File: config.mk
export PLATFORM = sky130hd
export DESIGN_NAME = conv_stream_engine
export DESIGN_NICKNAME = d
export VERILOG_FILES = /design/src/rtl/conv_stream_engine.sv
export SDC_FILE = /design/constraint.sdc
export NUM_CORES = 1
export LEC_CHECK = 0
export CORE_UTILIZATION = 70
export CTS_BUF_LIST = sky130_fd_sc_hd__clkbuf_4 sky130_fd_sc_hd__clkbuf_8
export CTS_CLUSTER_DIAMETER = 40
export DETAILED_ROUTE_END_ITERATION = 10
export PLACE_DENSITY = 0.88
export SYNTH_ARGS = -nofsm -noshare
export SYNTH_HDL_FRONTEND = slang
export SYNTH_SLANG_ARGS = --single-unit
File: constraint.sdc
create_clock -name clk -period 57.6 [get_ports clk]
set_clock_uncertainty 0.05 [all_clocks]
set_input_delay 14.4 -clock clk [delete_from_list [all_inputs] [get_ports clk]]
set_output_delay 14.4 -clock clk [all_outputs]
set_load 0.02 [all_outputs]
File: src/rtl/conv_stream_engine.sv
// -----------------------------------------------------------------------------
// conv_stream_engine
//   Streaming linear-convolution engine in a single compute clock domain.
//   Collects two LEN-sample sequences h and x through a valid/ready handshake,
//   then emits the 2*LEN-1 point result y = x*h serially, one sample per cycle.
//
//   Optional feature macro: CONV_CORR_EN
//     defined   : mode (sampled on the first pair of a frame) selects
//                 0 = convolution, 1 = correlation (h reversed).
//     undefined : mode is ignored, the engine always convolves and no
//                 reversal mux is built.
//
// Ports
//   clk       in   1   compute clock, all state changes on posedge
//   rst       in   1   asynchronous active-high reset
//   in_valid  in   1   sample pair present on in_data1/in_data2
//   in_ready  out  1   engine accepts a pair this cycle (IDLE/LOAD)
//   in_data1  in   DW  h sample, first accepted = h[0]
//   in_data2  in   DW  x sample, first accepted = x[0]
//   mode      in   1   0 = convolution, 1 = correlation (CONV_CORR_EN only)
//   out_valid out  1   out_data holds y[k]
//   out_last  out  1   high together with y[2*LEN-2]
//   out_data  out  OW  result sample, OW = 2*DW + clog2(LEN)
// -----------------------------------------------------------------------------
module conv_stream_engine #(
  parameter int DW  = 3,
  parameter int LEN = 4,
  localparam int OW = 2 * DW + $clog2(LEN)
) (
  input  logic          clk,
  input  logic          rst,
  input  logic          in_valid,
  output logic          in_ready,
  input  logic [DW-1:0] in_data1,
  input  logic [DW-1:0] in_data2,
  input  logic          mode,
  output logic          out_valid,
  output logic          out_last,
  output logic [OW-1:0] out_data
);

  localparam int CW   = $clog2(LEN);
  localparam int NOUT = 2 * LEN - 1;
  localparam int KW   = $clog2(NOUT);

  localparam logic [CW-1:0] CNT_LAST = CW'(LEN - 1);
  localparam logic [KW-1:0] K_LAST   = KW'(NOUT - 1);

  localparam logic [1:0] S_IDLE = 2'd0;
  localparam logic [1:0] S_LOAD = 2'd1;
  localparam logic [1:0] S_CALC = 2'd2;
  localparam logic [1:0] S_OUT  = 2'd3;

  logic [1:0]    state;
  logic [CW-1:0] cnt;
  logic [KW-1:0] kidx;
  logic [DW-1:0] h_mem [LEN];
  logic [DW-1:0] x_mem [LEN];
  logic [DW-1:0] h_eff [LEN];
  logic [OW-1:0] y_k;
  logic          accept;

  assign accept = in_valid && in_ready;

`ifdef CONV_CORR_EN
  logic mode_r;

  // Frame mode: latched on the first accepted pair, held for the whole frame.
  always_ff @(posedge clk or posedge rst) begin
    if (rst) begin
      mode_r <= 1'b0;
    end else if (accept && (state == S_IDLE)) begin
      mode_r <= mode;
    end
  end

  // Tap order: correlation walks h from its far end.
  always_comb begin
    for (int j = 0; j < LEN; j++) begin
      h_eff[j] = mode_r ? h_mem[LEN-1-j] : h_mem[j];
    end
  end
`else
  logic unused_mode;
  assign unused_mode = mode;

  // Tap order: plain convolution only.
  always_comb begin
    for (int j = 0; j < LEN; j++) begin
      h_eff[j] = h_mem[j];
    end
  end
`endif

  // Sample stores: no reset needed, every slot is rewritten before a frame is used.
  always_ff @(posedge clk) begin
    if (accept) begin
      h_mem[cnt] <= in_data1;
      x_mem[cnt] <= in_data2;
    end
  end

  // Output sample y[kidx]: exact sum of products on the anti-diagonal i+j=kidx.
  always_comb begin
    y_k = '0;
    for (int i = 0; i < LEN; i++) begin
      for (int j = 0; j < LEN; j++) begin
        if ((i + j) == int'(kidx)) begin
          y_k = y_k + OW'(x_mem[i]) * OW'(h_eff[j]);
        end
      end
    end
  end

  // Control FSM with registered handshake and result outputs.
  always_ff @(posedge clk or posedge rst) begin
    if (rst) begin
      state     <= S_IDLE;
      cnt       <= '0;
      kidx      <= '0;
      in_ready  <= 1'b1;
      out_valid <= 1'b0;
      out_last  <= 1'b0;
      out_data  <= '0;
    end else begin
      case (state)
        S_IDLE, S_LOAD: begin
          if (accept) begin
            if (cnt == CNT_LAST) begin
              state    <= S_CALC;
              cnt      <= '0;
              kidx     <= '0;
              in_ready <= 1'b0;
            end else begin
              state <= S_LOAD;
              cnt   <= cnt + CW'(1);
            end
          end
        end
        S_CALC: begin
          state <= S_OUT;
        end
        S_OUT: begin
          // The cycle after out_last clears the outputs and reopens the input.
          if (out_last) begin
            state     <= S_IDLE;
            in_ready  <= 1'b1;
            out_valid <= 1'b0;
            out_last  <= 1'b0;
            out_data  <= '0;
          end else begin
            out_valid <= 1'b1;
            out_data  <= y_k;
            out_last  <= (kidx == K_LAST);
            if (kidx != K_LAST) begin
              kidx <= kidx + KW'(1);
            end
          end
        end
        default: begin
          state <= S_IDLE;
        end
      endcase
    end
  end

endmodule

* Word-level counts from Yosys, hierarchy flattened
Memory sizes are Yosys's and may differ from the RTL's. Index checks and enable logic that the tools add are counted.
Cells by class: multipliers 16, muxes and demuxes 35, reduce and logical (&&, ||, !) cells 9, equality and inequality tests 17, add/sub/neg operators 17
Operators with widths (count):
- 8-bit two-way mux | 16
- 8-bit by 6-bit adder with 8-bit output | 15
- 3-bit by 3-bit multiplier with 6-bit output | 16
- 3-bit == test, first input constant | 4
- 3-bit two-way mux | 4
- 2-bit != test, second input constant | 5
- 2-bit two-way mux | 4
- 1-bit two-way mux | 7
- 2-bit == test, second input constant | 3
- 2-bit by 3-bit == test with 1-bit output, first input constant | 2
- 6-bit two-way mux | 1
- 2-bit one-hot mux with 3 select lines | 1
- 3-bit one-hot mux with 2 select lines | 1
- 5-bit AND reduction | 1
- 2-bit AND reduction | 2
- 4-bit AND reduction | 1
- 3-bit by 1-bit adder with 3-bit output, second input constant | 1
- 3-bit == test, second input constant | 1
- 3-bit zero test | 1
- 3-bit != test, second input constant | 1
- 2-bit by 1-bit adder with 2-bit output, second input constant | 1
- 2-bit by 1-bit == test with 1-bit output, second input constant | 1
- 2-bit zero test | 1
- 1-bit one-hot mux with 2 select lines | 1
- 3 further kinds | 3
Word-level totals: bits in writable memories 24, input port bits 10, register bits 18, memories kept 2, logic and storage cells 103, output and inout port bits 11
Memories:
- h_mem | depth 4, width 3, read ports 4, clocked after memory_dff 0, wr ports 1, line 57 | logic [DW-1:0] h_mem [LEN];
- x_mem | depth 4, width 3, read ports 4, clocked after memory_dff 0, wr ports 1, line 58 | logic [DW-1:0] x_mem [LEN];

* Depth between registers and ports, before layout
An unclocked memory read counts as a cell.
depth after elaboration 34, gate-level depth with buffers 109, depth with buffers taken out 108

* Least setup slack after synthesis
No wires, ideal clock.
path type register to register, start memory x_mem[0][2], end register out_data[7], cell stages (with the launch flop) 109, arrival 21279 ps, slack 36150 ps, library setup time 121 ps, path through edfxtp_1 -> clkbuf_1 -> nand2_1 -> fa_1 -> inv_1 -> ha_1 -> fa_1 -> nand2_1 -> fa_1 -> inv_1 -> ha_1 -> o21ai_0 -> nor2_1 -> o41a_1 -> fa_1 -> inv_1 -> ha_1 -> o211ai_1 -> [... 73 more ...] -> xnor2_1 -> nor2_1 -> a31oi_1 -> fa_1 -> inv_1 -> ha_1 -> xnor2_1 -> o21ai_0 -> fa_1 -> inv_1 -> ha_1 -> o21ai_0 -> nand2b_1 -> a21oi_1 -> nor3_2 -> xnor3_1 -> xnor3_1 -> a22o_1
RTL lines:
- from (decl) | line 58
- to (signal assigned) | line 153 | out_data <= y_k;
- to (decl) | line 39 | output logic [OW-1:0] out_data

==> results.md <==
* DP HPWL at 18700 um
* Final Max Tran Viols at 0
* Gate power share at 0.022
* Area grow syn2layout at 3.14%
* Vias at 8641
* FP Rows at 43
* Initial drt markers at 642
* Top cells by area, synth: ha_1 20%, fa_1 13%, edfxtp_1 7.3%, inv_1 6.4%, and2_1 5.6%
* Yosys reg bits at 42
* Worst-Skew Late Latency at 300 ps
* Async SR Flop Fraction at 0.429
* Post-synthesis adder-cell area fraction at 0.335
* Root Driver: clkbuf_8
* HP Start: out_valid
* CTS tree: built
* Die footprint at 14600 sq um
* Cts hold-fix bufs at 0
* Setup bufs post-CTS at 0
* Reg power frac at 0.608
* Unique masters post-synth at just over 80
* Ports at 21
* Clock buffer depth at 2
* Total wire length at between 20000 and 25000 um
* Setup TNS at 0 ps
* Share of cells above drive strength 1 at 0.0410
* Power share of the clock group at 0.370
* Largest net degree at the start of global routing at between 50 and 60
* Most used DFF post-synth: edfxtp_1
* Most numerous cell in the Yosys netlist: inv_1
* Synth Area in Simple Gates at 0.199
* Hold EP: out_valid
* CP most frequent cell: inv_1
* Fin area at roughly 10000 sq um
* Internal power at 0.0413 mW
* CP max stage delay at 690 ps
* R2R cell count at 107
* CP Max Fanout at 13
* CP Buf/Inv Count at 20
* Critical Path AT at about 24000 ps
* Sw Ratio at 0.209
* Max Cap Violations at 0
* Post-route ant nets at 0
* Synth Net Count at 1478
* Pin slew with the least headroom to its limit at 973 ps
* CTS resizes at 0
* Post-synth design cell area at 9910 sq um
* Sink Count at 42
* Gpl congestion at 0.864
* Required @ worst endpoint at approximately 58000 ps
* Synth top cells by count: 170 x inv_1, 160 x ha_1, 136 x nand2_1, 89 x and2_1, 86 x nor2_1
* Syn Area/Cell at 7.98 sq um
* Setup repair after global routing missed its margin: no
* Number of remaining DRC errors at 0
* Die height at about 120 um
* Status: complete, no violations
* Congestion Overflow GR at 0
* Hold slack at 454 ps
* WL per Instance at 17.3 um
* Vias in the first global route at around 8.6k
* FILL cells at ~990
* # port buffers at 19
* Post-Syn Instances at 1242
* Hold/Removal Path Class: flop to flop
* Nets at 1454
* Slew margin rel. at 0.351
* Initial antenna violation count at 0
* CP delay by family, top: adder cells
* Die width at 121 um
* Mux share of post-synthesis cell area at 0.0226
* 1st-pass router iterations at 5
* Min cycle time layout at 24250 ps
* CP endpoint kind: flop
* Synth warn at 0
* Post-synth top area share at 0.202
* RR Endpoint: out_data[7]
* GRT Util Overall at 0.346
* Core area at 13800 sq um
* Peak VDD IR at 0.0000244 V
* Final worst path period share at 0.421
* Worst Hold Depth at 1
* Switch Pwr at 0.0109 mW
* Sequential fraction of the synthesis area at 0.118
* Synth area leader: ha_1
* R2r setup slk at 33350 ps
* Effective utilization at floorplan at 0.717
* Htree depth at 2
* Critical path's slowest cell: edfxtp_1
* Startpoint Class: flop
* Power Density at slightly above 5 nW/um^2
* Fmax at 41.2 MHz
* Vias per cell at 6.18
* Clk slew on worst S/H paths at roughly 80 ps
* Xor/xnor share of the synthesized area at 0.0541
* Area after DPL at 10100 sq um
* Post-synth EDFFs at 24
* Largest family of logic cells by synthesized area: adder cells
* Diode count at 0
* Cts bufs inserted at 5
* WS Path Type: flop to flop
* Leakage Power at 5.20 nW
* Global-route wire length before repair at 40000 um
* Post-synthesis compound-gate area fraction at 0.184
* RR Startpoint: h_mem[0][0]
* Setup violators final at 0
* Final Hold Violating Endpoints at 0
## layer usage
layer	up-vias	routed length, um	global-route usage
li1	4132	-	-
met1	4130	10100	0.447
met2	313	11700	0.605
met3	66	1570	0.0268
met4	0	750	0.127
met5	-	0	0
## final cells by class
type,instances,area (sq um),area share
inverters,170,638,0.0624
multi-input cells,976,7880,0.771
clock buffers,6,76.3,0.00746
clock inverters,2,13.8,0.00135
repair buffers,23,220,0.0215
well taps,180,225,0.0220
flip-flops and latches,42,1170,0.115
## registers in the layout, summed over array words and instances, names as in the netlist
signal     cells
h_mem         12
out_last       1
kidx           3
out_valid      1
state          2
cnt            2
out_data       8
x_mem         12
in_ready       1
## power groups by stage
stage | Sequential, mW | Combinational (mW) | Clock (mW)
after global placement | 0.0325 | 0.00109 | 0
after floorplan | 0.0325 | 0.000210 | 0
final | 0.0318 | 0.00115 | 0.0193
after global routing | 0.0318 | 0.00122 | 0.0205
after CTS | 0.0318 | 0.00115 | 0.0194
after detailed placement | 0.0325 | 0.00113 | 0
## logic make-up (layout without fill, tap and decap cells)
family / Yosys count / count (layout)
flip-flops: 42 / 42
AO/OA/AOI/OAI: 273 / 273
XOR/XNOR: 53 / 53
multiplexers: 21 / 21
buffers and inverters: 224 / 201
AND/OR/NAND/NOR: 403 / 403
adder cells (fa/ha/maj): 226 / 226
## worst max path at each step
stage	from	end	slack (ps)	depth (start not counted)
finish	h_mem[0][0]	out_data[7]	33350	107
global route	h_mem[0][2]	out_data[7]	32050	103
CTS	h_mem[0][2]	out_data[7]	33580	107
detailed placement	h_mem[0][2]	out_data[7]	33640	107
global placement	h_mem[0][2]	out_data[7]	34330	107
floorplan	x_mem[0][2]	out_data[7]	36150	108
## stage by stage
stage,util,cells,setup slack [ps],power [mW]
5_1_grt,0.740,1399,32050,0.0535
6_report,0.740,1399,33350,0.0523
3_5_place_dp,0.733,1391,33640,0.0336
4_1_cts,0.740,1399,33580,0.0523
3_3_place_gp,0.733,1391,34330,0.0335
2_1_floorplan,-,1242,36150,0.0327
## cell usage in the layout, fill, tap and decap left out, types with 5 or more instances in the layout
master,netlist,final
nor2b_1,26,26
xnor2_1,33,33
a21o_1,24,24
clkbuf_8,0,5
inv_1,170,170
o21a_1,13,13
mux2_2,11,11
fa_1,66,66
clkdlybuf4s50_1,0,19
a21oi_1,46,46
a31oi_1,6,6
dfrtp_1,17,17
mux2i_1,10,10
or2_2,5,5
o31ai_1,11,11
and2_1,89,89
nand2_1,136,136
ha_1,160,159
nor3_1,16,16
o21bai_1,6,6
and3_1,7,7
o211ai_1,12,12
a21boi_0,11,11
xor2_1,14,14
nand3_1,6,6
a211oi_1,14,14
nand2b_1,13,13
nor2_1,86,86
a22o_1,5,5
edfxtp_1,24,24
o21ai_0,76,76
Power figures use the tool's default switching activity.
